[src/rtl/loop_buffer_pkg.sv]
// rtl/loop_buffer_pkg.sv - FSM state type and block-length helper shared by the loop buffer reader
package loop_buffer_pkg;

  typedef enum logic [1:0] {IDLE, READ, DRAIN, RELEASE} rd_state_e;

  // A programmed length of zero selects a full block of 2**aw words.
  function automatic int unsigned blk_len_words(input int unsigned cfg, input int unsigned aw);
    return (cfg == 0) ? (32'd1 << aw) : cfg;
  endfunction

endpackage

[src/rtl/loop_buffer_block_reader_if.sv]
// rtl/loop_buffer_block_reader_if.sv - block-info/RAM-read/output-stream bundle of the loop buffer reader
interface loop_buffer_block_reader_if #(
  parameter int RDATA_WIDTH = 64,
  parameter int RADDR_WIDTH = 8,
  parameter int INFO_WIDTH  = 256
);
  logic                   buf_info_vld;
  logic [INFO_WIDTH-1:0]  buf_info;
  logic [RADDR_WIDTH-1:0] buf_addr;
  logic [RDATA_WIDTH-1:0] buf_data;
  logic                   buf_rdy;
  logic                   m_valid;
  logic                   m_ready;
  logic [RDATA_WIDTH-1:0] m_data;
  logic                   m_sof;
  logic                   m_eof;
  logic [INFO_WIDTH-1:0]  m_info;

  modport master (
    input  buf_info_vld, buf_info, buf_data, m_ready,
    output buf_addr, buf_rdy, m_valid, m_data, m_sof, m_eof, m_info
  );

  modport slave (
    output buf_info_vld, buf_info, buf_data, m_ready,
    input  buf_addr, buf_rdy, m_valid, m_data, m_sof, m_eof, m_info
  );
endinterface

[src/rtl/loop_buffer_skid_fifo.sv]
// rtl/loop_buffer_skid_fifo.sv - small sync FIFO absorbing RAM read latency, exposes occupancy for credit
module loop_buffer_skid_fifo #(
  parameter int WIDTH = 66,
  parameter int DEPTH = 8,
  parameter int CNT_W = $clog2(DEPTH) + 1
) (
  input  logic             clk,
  input  logic             rst_n,
  input  logic             wr_en,
  input  logic [WIDTH-1:0] wdata,
  input  logic             rd_en,
  output logic [WIDTH-1:0] rdata,
  output logic             empty,
  output logic [CNT_W-1:0] count
);
  localparam int AW = $clog2(DEPTH);

  logic [WIDTH-1:0] mem_q [DEPTH];
  logic [AW-1:0]    wr_ptr_q, rd_ptr_q;
  logic [CNT_W-1:0] count_q;
  logic             do_rd;

  assign do_rd = rd_en && (count_q != '0);
  assign rdata = mem_q[rd_ptr_q];
  assign empty = (count_q == '0);
  assign count = count_q;

  always_ff @(posedge clk or negedge rst_n) begin
    if (!rst_n) begin
      wr_ptr_q <= '0;
      rd_ptr_q <= '0;
      count_q  <= '0;
    end else begin
      if (wr_en) wr_ptr_q <= wr_ptr_q + AW'(1);
      if (do_rd) rd_ptr_q <= rd_ptr_q + AW'(1);
      if (wr_en && !do_rd) begin
        assert (count_q != CNT_W'(DEPTH)) else $error("skid fifo overflow");
        count_q <= count_q + CNT_W'(1);
      end else if (!wr_en && do_rd) begin
        count_q <= count_q - CNT_W'(1);
      end
    end
  end

  always_ff @(posedge clk) begin
    if (wr_en) mem_q[wr_ptr_q] <= wdata;
  end
endmodule

[src/rtl/loop_buffer_block_reader.sv]
// rtl/loop_buffer_block_reader.sv - read engine: sweeps a committed block, streams it out, releases it
// Optional LOOP_RD_STATS_EN adds released-block and stall-cycle counters.
module loop_buffer_block_reader
  import loop_buffer_pkg::*;
#(
  parameter int RDATA_WIDTH  = 64,
  parameter int RADDR_WIDTH  = 8,
  parameter int READ_LATENCY = 3,
  parameter int INFO_WIDTH   = 256,
  parameter int OFIFO_DEPTH  = 8
) (
  input  logic                   rd_clk,
  input  logic                   rd_rst_n,
  input  logic [RADDR_WIDTH:0]   cfg_blk_len,
  loop_buffer_block_reader_if.master bus,
  output logic                   busy,
  output logic [31:0]            blk_cnt,
  output logic [31:0]            stall_cnt
);
  localparam int LW = RADDR_WIDTH + 1;
  localparam int CW = $clog2(OFIFO_DEPTH) + 1;
  localparam int FW = RDATA_WIDTH + 2;

  rd_state_e              state_q;
  logic [LW-1:0]          len_q, issue_cnt_q;
  logic [RADDR_WIDTH-1:0] addr_q;
  logic                   buf_rdy_q;
  logic [INFO_WIDTH-1:0]  info_q;
  logic [READ_LATENCY-1:0] vld_pipe_q, sof_pipe_q, eof_pipe_q;
  logic [CW-1:0]          inflight, fifo_cnt;
  logic [CW:0]            occupancy;
  logic                   credit, issue, last_issue;
  logic [FW-1:0]          fifo_rdata;
  logic                   fifo_empty, m_valid, fifo_pop;

  always_comb begin
    inflight = '0;
    for (int i = 0; i < READ_LATENCY; i++) inflight = inflight + CW'(vld_pipe_q[i]);
  end

  // Reads in flight already own a FIFO slot, so the FIFO can never overflow.
  assign occupancy  = {1'b0, inflight} + {1'b0, fifo_cnt};
  assign credit     = occupancy < (CW+1)'(OFIFO_DEPTH);
  assign issue      = (state_q == READ) && credit;
  assign last_issue = issue && (issue_cnt_q == len_q - LW'(1));

  always_ff @(posedge rd_clk or negedge rd_rst_n) begin
    if (!rd_rst_n) begin
      state_q     <= IDLE;
      len_q       <= '0;
      issue_cnt_q <= '0;
      addr_q      <= '0;
      buf_rdy_q   <= 1'b0;
      info_q      <= '0;
    end else begin
      buf_rdy_q <= 1'b0;
      case (state_q)
        IDLE: if (bus.buf_info_vld) begin
          info_q      <= bus.buf_info;
          len_q       <= LW'(blk_len_words(32'(cfg_blk_len), RADDR_WIDTH));
          issue_cnt_q <= '0;
          addr_q      <= '0;
          state_q     <= READ;
        end
        READ: if (issue) begin
          issue_cnt_q <= issue_cnt_q + LW'(1);
          // The address stays on the last word so a full block never wraps to 0.
          if (last_issue) state_q <= DRAIN;
          else            addr_q  <= addr_q + RADDR_WIDTH'(1);
        end
        DRAIN: if (inflight == '0 && fifo_cnt == '0) begin
          state_q   <= RELEASE;
          buf_rdy_q <= 1'b1;
        end
        RELEASE: state_q <= IDLE;
        default: state_q <= IDLE;
      endcase
    end
  end

  always_ff @(posedge rd_clk or negedge rd_rst_n) begin
    if (!rd_rst_n) begin
      vld_pipe_q <= '0;
      sof_pipe_q <= '0;
      eof_pipe_q <= '0;
    end else begin
      vld_pipe_q[0] <= issue;
      sof_pipe_q[0] <= issue && (issue_cnt_q == '0);
      eof_pipe_q[0] <= last_issue;
      for (int i = 1; i < READ_LATENCY; i++) begin
        vld_pipe_q[i] <= vld_pipe_q[i-1];
        sof_pipe_q[i] <= sof_pipe_q[i-1];
        eof_pipe_q[i] <= eof_pipe_q[i-1];
      end
    end
  end

  loop_buffer_skid_fifo #(.WIDTH(FW), .DEPTH(OFIFO_DEPTH), .CNT_W(CW)) u_fifo (
    .clk   (rd_clk),
    .rst_n (rd_rst_n),
    .wr_en (vld_pipe_q[READ_LATENCY-1]),
    .wdata ({sof_pipe_q[READ_LATENCY-1], eof_pipe_q[READ_LATENCY-1], bus.buf_data}),
    .rd_en (fifo_pop),
    .rdata (fifo_rdata),
    .empty (fifo_empty),
    .count (fifo_cnt)
  );

  assign m_valid      = !fifo_empty;
  assign fifo_pop     = m_valid && bus.m_ready;
  assign bus.m_valid  = m_valid;
  assign bus.m_data   = m_valid ? fifo_rdata[RDATA_WIDTH-1:0] : '0;
  assign bus.m_sof    = m_valid && fifo_rdata[RDATA_WIDTH+1];
  assign bus.m_eof    = m_valid && fifo_rdata[RDATA_WIDTH];
  assign bus.m_info   = info_q;
  assign bus.buf_addr = addr_q;
  assign bus.buf_rdy  = buf_rdy_q;
  assign busy         = (state_q != IDLE);

`ifdef LOOP_RD_STATS_EN
  logic [31:0] blk_cnt_q, stall_cnt_q;

  always_ff @(posedge rd_clk or negedge rd_rst_n) begin
    if (!rd_rst_n) begin
      blk_cnt_q   <= '0;
      stall_cnt_q <= '0;
    end else begin
      if (buf_rdy_q) blk_cnt_q <= blk_cnt_q + 32'd1;
      if (m_valid && !bus.m_ready && (stall_cnt_q != '1)) stall_cnt_q <= stall_cnt_q + 32'd1;
    end
  end

  assign blk_cnt   = blk_cnt_q;
  assign stall_cnt = stall_cnt_q;
`else
  assign blk_cnt   = '0;
  assign stall_cnt = '0;
`endif
endmodule

[src/flat_wrapper.sv]
// flat-port wrapper written by rule: the top's interface ports become plain ports
module loop_buffer_block_reader_flat import loop_buffer_pkg::*;
#(
  parameter int RDATA_WIDTH  = 64,
  parameter int RADDR_WIDTH  = 8,
  parameter int READ_LATENCY = 3,
  parameter int INFO_WIDTH   = 256,
  parameter int OFIFO_DEPTH  = 8
)
  (rd_clk, rd_rst_n, cfg_blk_len, busy, blk_cnt, stall_cnt, bus_buf_info_vld, bus_buf_info, bus_buf_data, bus_m_ready, bus_buf_addr, bus_buf_rdy, bus_m_valid, bus_m_data, bus_m_sof, bus_m_eof, bus_m_info);
  loop_buffer_block_reader_if #(.RDATA_WIDTH(RDATA_WIDTH), .RADDR_WIDTH(RADDR_WIDTH), .INFO_WIDTH(INFO_WIDTH)) bus_i ();
  input  logic rd_clk;
  input  logic rd_rst_n;
  input  logic [RADDR_WIDTH:0] cfg_blk_len;
  output logic busy;
  output logic [31:0] blk_cnt;
  output logic [31:0] stall_cnt;
  input wire logic [$bits(bus_i.buf_info_vld)-1:0] bus_buf_info_vld;
  input wire logic [$bits(bus_i.buf_info)-1:0] bus_buf_info;
  input wire logic [$bits(bus_i.buf_data)-1:0] bus_buf_data;
  input wire logic [$bits(bus_i.m_ready)-1:0] bus_m_ready;
  output wire logic [$bits(bus_i.buf_addr)-1:0] bus_buf_addr;
  output wire logic [$bits(bus_i.buf_rdy)-1:0] bus_buf_rdy;
  output wire logic [$bits(bus_i.m_valid)-1:0] bus_m_valid;
  output wire logic [$bits(bus_i.m_data)-1:0] bus_m_data;
  output wire logic [$bits(bus_i.m_sof)-1:0] bus_m_sof;
  output wire logic [$bits(bus_i.m_eof)-1:0] bus_m_eof;
  output wire logic [$bits(bus_i.m_info)-1:0] bus_m_info;
  assign bus_i.buf_info_vld = bus_buf_info_vld;
  assign bus_i.buf_info = bus_buf_info;
  assign bus_i.buf_data = bus_buf_data;
  assign bus_i.m_ready = bus_m_ready;
  assign bus_buf_addr = bus_i.buf_addr;
  assign bus_buf_rdy = bus_i.buf_rdy;
  assign bus_m_valid = bus_i.m_valid;
  assign bus_m_data = bus_i.m_data;
  assign bus_m_sof = bus_i.m_sof;
  assign bus_m_eof = bus_i.m_eof;
  assign bus_m_info = bus_i.m_info;
  loop_buffer_block_reader #(.RDATA_WIDTH(RDATA_WIDTH), .RADDR_WIDTH(RADDR_WIDTH), .READ_LATENCY(READ_LATENCY), .INFO_WIDTH(INFO_WIDTH), .OFIFO_DEPTH(OFIFO_DEPTH)) u_core (.rd_clk(rd_clk), .rd_rst_n(rd_rst_n), .cfg_blk_len(cfg_blk_len), .bus(bus_i), .busy(busy), .blk_cnt(blk_cnt), .stall_cnt(stall_cnt));
endmodule
[config.mk]
export PLATFORM = sky130hd
export DESIGN_NAME = loop_buffer_block_reader_flat
export DESIGN_NICKNAME = d
export VERILOG_FILES = /design/src/rtl/loop_buffer_pkg.sv /design/src/rtl/loop_buffer_block_reader_if.sv /design/src/rtl/loop_buffer_skid_fifo.sv /design/src/rtl/loop_buffer_block_reader.sv /design/src/flat_wrapper.sv
export SDC_FILE = /design/constraint.sdc
export NUM_CORES = 1
export LEC_CHECK = 0
export ABC_AREA = 1
export BUFFER_PORTS_ARGS = -buffer_cell sky130_fd_sc_hd__buf_2
export CORE_UTILIZATION = 35
export CTS_CLUSTER_SIZE = 30
export DETAILED_ROUTE_END_ITERATION = 7
export GPL_TIMING_DRIVEN = 0
export PLACE_DENSITY = 0.61
export SETUP_SLACK_MARGIN = 0.15
export SYNTH_ARGS = -nofsm -noshare
export SYNTH_HDL_FRONTEND = slang
export SYNTH_SLANG_ARGS = --single-unit
[constraint.sdc]
create_clock -name rd_clk -period 3.7 [get_ports rd_clk]
set_input_delay 0.74 -clock rd_clk [delete_from_list [all_inputs] [get_ports rd_clk]]
set_output_delay 0.74 -clock rd_clk [all_outputs]
set_load 0.02 [all_outputs]
# [Yosys cells after proc, flatten, opt, wreduce, memory -nomap -nowiden]
# Memories as Yosys holds them, arrays and structs flattened.
# Cells that the tools add are included.
[totals] word_cells=79 output_inout_bits=397 mem_count=1 reg_bits=304 ram_bits=528
[memory_table] memory="u_core.u_fifo.mem_q" depth=8 width=66 read_ports=1 rd_ports_with_merged_regs=0 write_ports=1 line="loop_buffer_skid_fifo.sv:18" text="logic [WIDTH-1:0] mem_q [DEPTH];"
[op_classes] muxes=20 reduce_logical=26 eq_ne=9 magnitude_cmp=1 n_addsub=10
[ops] operator="2-to-1 mux 64 bit" n=1
[ops] operator="2-to-1 mux 9 bit" n=3
[ops] operator="2-to-1 mux 8 bit" n=3
[ops] operator="zero test 9 bit" n=2
[ops] operator="case mux 9 bit (2 select lines)" n=1
[ops] operator="case mux 8 bit (2 select lines)" n=1
[ops] operator="logical AND 1 bit" n=10
[ops] operator="adder 9 x 1 -> 9 bit, second input constant" n=1
[ops] operator="equality test 9 bit" n=1
[ops] operator="subtractor 9 x 1 -> 9 bit, second input constant" n=1
[ops] operator="adder 8 x 1 -> 8 bit, second input constant" n=1
[ops] operator="zero test 4 bit" n=2
[ops] operator="2-to-1 mux 2 bit" n=4
[ops] operator="2-to-1 mux 4 bit" n=2
[ops] operator="case mux 2 bit (4 select lines)" n=1
[ops] operator="AND reduction 4 bit" n=2
[ops] operator="adder 3 x 1 -> 3 bit, second input constant" n=2
[ops] operator="!= test 2 x 1 -> 1 bit, second input constant" n=3
[ops] operator="nonzero test 2 bit" n=3
[ops] operator="adder 4 x 4 -> 5 bit" n=1
[ops] operator="less-than comparator 5 x 4 -> 1 bit, second input constant" n=1
[ops] operator="adder 4 x 1 -> 4 bit" n=1
[ops] operator="adder 4 x 1 -> 4 bit, second input constant" n=1
[ops] operator="equality test 2 bit, second input constant" n=2
[ops] operator="other kinds (10)" n=16

# [Logic depth before layout (Yosys ltp)]
[depth] depth_word=9 mapped_depth=14 depth_no_buf=14

# [Cells and area by module]
# Synthesis repeated with hierarchy kept, for this count alone.
[unflattened] hier_cells=3394 area_unflattened_um2=36008.3
[modules_own_cells] module="loop_buffer_skid_fifo" area_per_inst_um2=23327.4 cells_each=2356 instances=1 seq_area_each_um2=16105.4
[modules_own_cells] module="loop_buffer_block_reader" area_per_inst_um2=12680.9 cells_each=1038 instances=1 seq_area_each_um2=7357.1

# [Worst setup path before layout]
# OpenSTA, ideal clock, no wires.
[synth_timing] path_kind="register to register" from="register u_core.vld_pipe_q[2]" to="memory u_core.u_fifo.mem_q[0][0], enable pin" slack_ns=-0.394 synth_period_minus_slack_ns=4.094 arrival_ns=3.604 stages_incl_launch_ff=4 setup_ns=0.490 path_cell_list="dfrtp_1 > inv_1 > or2_2 > nor2_1"
[synth_between] elab_chain_cells=2
[synth_lines] item="start, declared" line="loop_buffer_block_reader.sv:29" text="logic [READ_LATENCY-1:0] vld_pipe_q, sof_pipe_q, eof_pipe_q;"
[synth_lines] item="start signal, assigned by index" line="loop_buffer_block_reader.sv:91" text="vld_pipe_q[i] <= vld_pipe_q[i-1];"
[synth_lines] item="2-to-1 mux 1 bit" line="loop_buffer_skid_fifo.sv:46" text="if (wr_en) mem_q[wr_ptr_q] <= wdata;"
[synth_lines] item="2-to-1 mux 1 bit (not written as such)" line="loop_buffer_skid_fifo.sv:46"
[synth_lines] item="end, declared" line="loop_buffer_skid_fifo.sv:18"
# No other way between the ends.

# [Final worst setup path]
[layout_timing] from="register u_core.u_fifo.rd_ptr_q[1]" to="output bus_m_data[19]"
[layout_between] elab_chain_cells=2
[layout_lines] item="start, declared" line="loop_buffer_skid_fifo.sv:19" text="logic [AW-1:0] wr_ptr_q, rd_ptr_q;"
[layout_lines] item="start signal, assigned" line="loop_buffer_skid_fifo.sv:35" text="if (do_rd) rd_ptr_q <= rd_ptr_q + AW'(1);"
[layout_lines] item="memory (8 x 66 bit)"
[layout_lines] item="2-to-1 mux 64 bit" line="loop_buffer_block_reader.sv:112" text="assign bus.m_data = m_valid ? fifo_rdata[RDATA_WIDTH-1:0] : '0;"
[layout_lines] item="end, declared" line="flat_wrapper.sv:25" text="output wire logic [$bits(bus_i.m_data)-1:0] bus_m_data;"
# No other way between the ends.

==> flow_summary.json <==
{
  "fin_nets": 3664,
  "worstPathCellList": "inv_2 > buf_6 > clkbuf_2 > nor2_1 > o21ai_0 > a31oi_2 > buf_2",
  "synth_top_family_by_area": "multiplexers",
  "required_ns": 2.96,
  "crit_path_start_kind": "flip-flop",
  "final_hold_viol_count": 0,
  "rsz0062_at_grt": "false",
  "start_util": 0.354,
  "synth_xor_xnor_area_share": 0.00370,
  "grt_overflow": 0,
  "gp_congestion": 0.918,
  "wl_per_cell_um": 25.4,
  "worst_pin_slew_ns": 0.931,
  "coreArea_um2": 93500,
  "period_share": 0.927,
  "p_sw_frac": 0.416,
  "viasPerCell": 4.91,
  "hold_class": "input pin to async pin",
  "drive_gt1_frac": 0.380,
  "synthAdderAreaFrac": 0.00764,
  "synth_flop_cell": "edfxtp_1",
  "p_sw_mw": 16.2,
  "ir_drop_mv": 0.615,
  "grt_pass1_wl_um": 162000,
  "p_comb_frac": 0.425,
  "critPathKind": "flip-flop to output port",
  "fin_crit_ns": 3.43,
  "dr.pass1.iters": 6,
  "endpoint_kind": "output port",
  "antenna_found_initial": 54,
  "grt_usage": 0.241,
  "final_core_util": 0.449,
  "cts_sinks": 832,
  "post_cts_buffers": 0,
  "cp_data_arrival_time_ns": 2.69,
  "h-tree-depth": 3,
  "yosys_warnings": 0,
  "first_global_vias": 22100,
  "maxSlewHeadroom": 0.378,
  "synth_area_um2": 33100,
  "status": "finished clean",
  "routed_wl_um": 118000,
  "critPathMaxFanout": 10,
  "synthMuxAreaShare": 0.0871,
  "setup_viol": 0,
  "slowest_stage": "dfrtp_2",
  "seq_area_frac_synth": 0.709,
  "path_clk_slew_ns": 0.06,
  "pwr_density_cell_nw_per_um2": 925,
  "internal_power_mw": 22.7,
  "synthCells": 2472,
  "synth_compound_area_frac": 0.0810,
  "ios": 730,
  "crit_path_max_incr_delay_ns": 0.50,
  "insertion_delay_ns": 0.68,
  "clk_path_buf_depth": 3,
  "die_area_um2": 95800,
  "synth_area_per_cell_um2": 13.4,
  "dp_hpwl_um": 90800,
  "portBuffers": 664,
  "clock_skew_ns": 0.0316,
  "die_y_um": 310,
  "path_delay_family": "buffers and inverters",
  "clkPwrFrac": 0.236,
  "report.final.slew_viol_count": 0,
  "hold_buffers": 0,
  "synth_edf_count": 528,
  "rows": 112,
  "area_growth_pct": 26.7,
  "path_buf_inv": 4,
  "leakage_nw": 17.0,
  "grt_max_degree": 116,
  "ys_types": 40,
  "detail-route-antenna-nets": 0,
  "max_cap_violations": 0,
  "synth-async-reset-ratio": 0.365,
  "yosys.area_share.simple": 0.0730,
  "seqPwrFrac": 0.339,
  "cts-root-buf": "clkbuf_16",
  "ys_ff_latch": 832,
  "fmax_mhz": 292,
  "setup_tns_ns": 0,
  "cts-buffers-inserted": 92,
  "vias": 22800,
  "drtIter0Drc": 1718,
  "drcViolationCount": 0,
  "die_w_um": 310,
  "tritoncts": "built"
}
## through the flow
| stage | hold WS (ns) | setup WS, ns | instances | instance area (um^2) | total power, mW |
|---|---|---|---|---|---|
| floorplan | 0.331 | -0.394 | 2535 | 33300 | 22.4 |
| global placement | 0.335 | -4.41 | 4453 | 38200 | 29.5 |
| detailed placement | 0.339 | 0.108 | 4472 | 38700 | 29.8 |
| CTS | 0.121 | 0.141 | 4639 | 41900 | 39.2 |
| global route | 0.122 | 0.145 | 4644 | 41900 | 40.6 |
| finish | 0.107 | 0.271 | 4649 | 41900 | 38.8 |
## worst paths after layout
| kind | from | endpoint | slack [ns] | cells after the start |
|---|---|---|---|---|
| hold / removal | rd_rst_n | u_core.bus.buf_addr[4] | 0.11 | 1 |
| hold reg to reg | u_core.eof_pipe_q[1] | u_core.eof_pipe_q[2] | 0.35 | 0 |
| setup / recovery | u_core.u_fifo.rd_ptr_q[1] | bus_m_data[19] | 0.27 | 7 |
| setup reg to reg | u_core.state_q[0] | u_core.bus.m_info[101] | 0.93 | 7 |
| max in group asynchronous | rd_rst_n | u_core.bus.m_info[90] | 2.51 | 2 |
| min in group rd_clk | bus_buf_info[133] | u_core.bus.m_info[133] | 0.29 | 2 |
## final cells by class
type                    count  area [um^2]
diodes                     10         25.0
clock buffers             119         2470
flip-flops and latches    832        23500
clock inverters            48          553
repair buffers            683         3740
plain buffers             205         1210
well taps                1254         1570
inverters                  49          184
multi-input cells        1449         8730
fillers                  8573        51500
## layer usage
layer	up-vias	part of all wire	global-route usage
met4	70	0.062	0.133
met1	11100	0.35	0.262
met3	262	0.083	0.0761
li1	10500	-	-
met5	-	0.0035	0
met2	916	0.50	0.415
## logic make-up after synthesis
group,Yosys count
DFF,832
muxes,256
buffers and inverters,254
other,1
AOI/OAI and AO/OA,493
adders and majority gates,19
xor gates and xnor gates,14
and+or+nand+nor,603
## state kept, by name, summed over array words and instances (netlist names)
register	cells
u_core.u_fifo.mem_q	528
u_core.bus.m_info	256
u_core.issue_cnt_q	9
u_core.len_q	9
u_core.bus.buf_addr	8
u_core.u_fifo.count	4
u_core.eof_pipe_q	3
u_core.sof_pipe_q	3
u_core.u_fifo.rd_ptr_q	3
u_core.u_fifo.wr_ptr_q	3
u_core.vld_pipe_q	3
u_core.state_q	2
u_core.bus.buf_rdy	1
## synth_stat cells, types with 5 or more instances
master,n,share of area
a31oi_1,66,0.012
buf_2,57,0.0086
buf_4,65,0.015
clkbuf_1,82,0.0093
dfrtp_1,304,0.23
edfxtp_1,528,0.48
ha_1,17,0.0064
inv_1,39,0.0044
inv_2,9,0.0010
mux2_2,256,0.087
nand2_1,107,0.012
nand3_1,25,0.0038
nand4_1,7,0.0013
nor2_1,437,0.050
nor4_1,5,0.00095
o21ai_0,310,0.047
o21ai_1,37,0.0056
o21ai_2,8,0.0021
o22ai_1,66,0.012
or2_2,6,0.0011
xor2_1,11,0.0029
## timing repair
item / in CTS / in global routing
pin swaps: 2 / 1
endpoints found under the setup margin: 66 / 55
resized for setup: 56 / 41
## worst register-to-register path, stage by stage, from the launching register on
cell and delay, ns:
dfrtp_1 0.38, inv_1 0.08, ha_1 0.19, buf_2 0.18
nand2_1 0.32, clkbuf_1 0.73, buf_2 0.42, mux2_2 0.38
## power groups by stage
stage | clock [mW] | combinational [mW] | sequential, mW
after floorplan | 0 | 7.55 | 14.9
after global placement | 0 | 16.3 | 13.3
after detailed placement | 0 | 16.5 | 13.3
after CTS | 9.32 | 16.7 | 13.1
after global routing | 9.67 | 17.6 | 13.3
final | 9.17 | 16.5 | 13.1
## cells in the final DEF, fill, tap and decap left out, types with 7 or more instances in the layout
cell,n
clkbuf_4,10
dfrtp_1,302
xor2_1,11
buf_12,16
ha_1,17
clkbuf_16,92
o21ai_2,8
o21ai_1,37
o21ai_0,310
diode_2,10
a31oi_2,9
clkinv_1,23
clkinv_2,7
clkbuf_2,42
mux2_2,256
conb_1,64
nor2_1,429
inv_2,9
clkbuf_1,57
nand3_1,25
nand2_1,107
inv_1,39
bufinv_16,9
nor2_4,8
a31oi_1,57
edfxtp_1,528
clkbuf_8,7
nand4_1,7
buf_2,701
o22ai_1,66
buf_4,74
No activity file was read; power rests on OpenSTA's default activity.
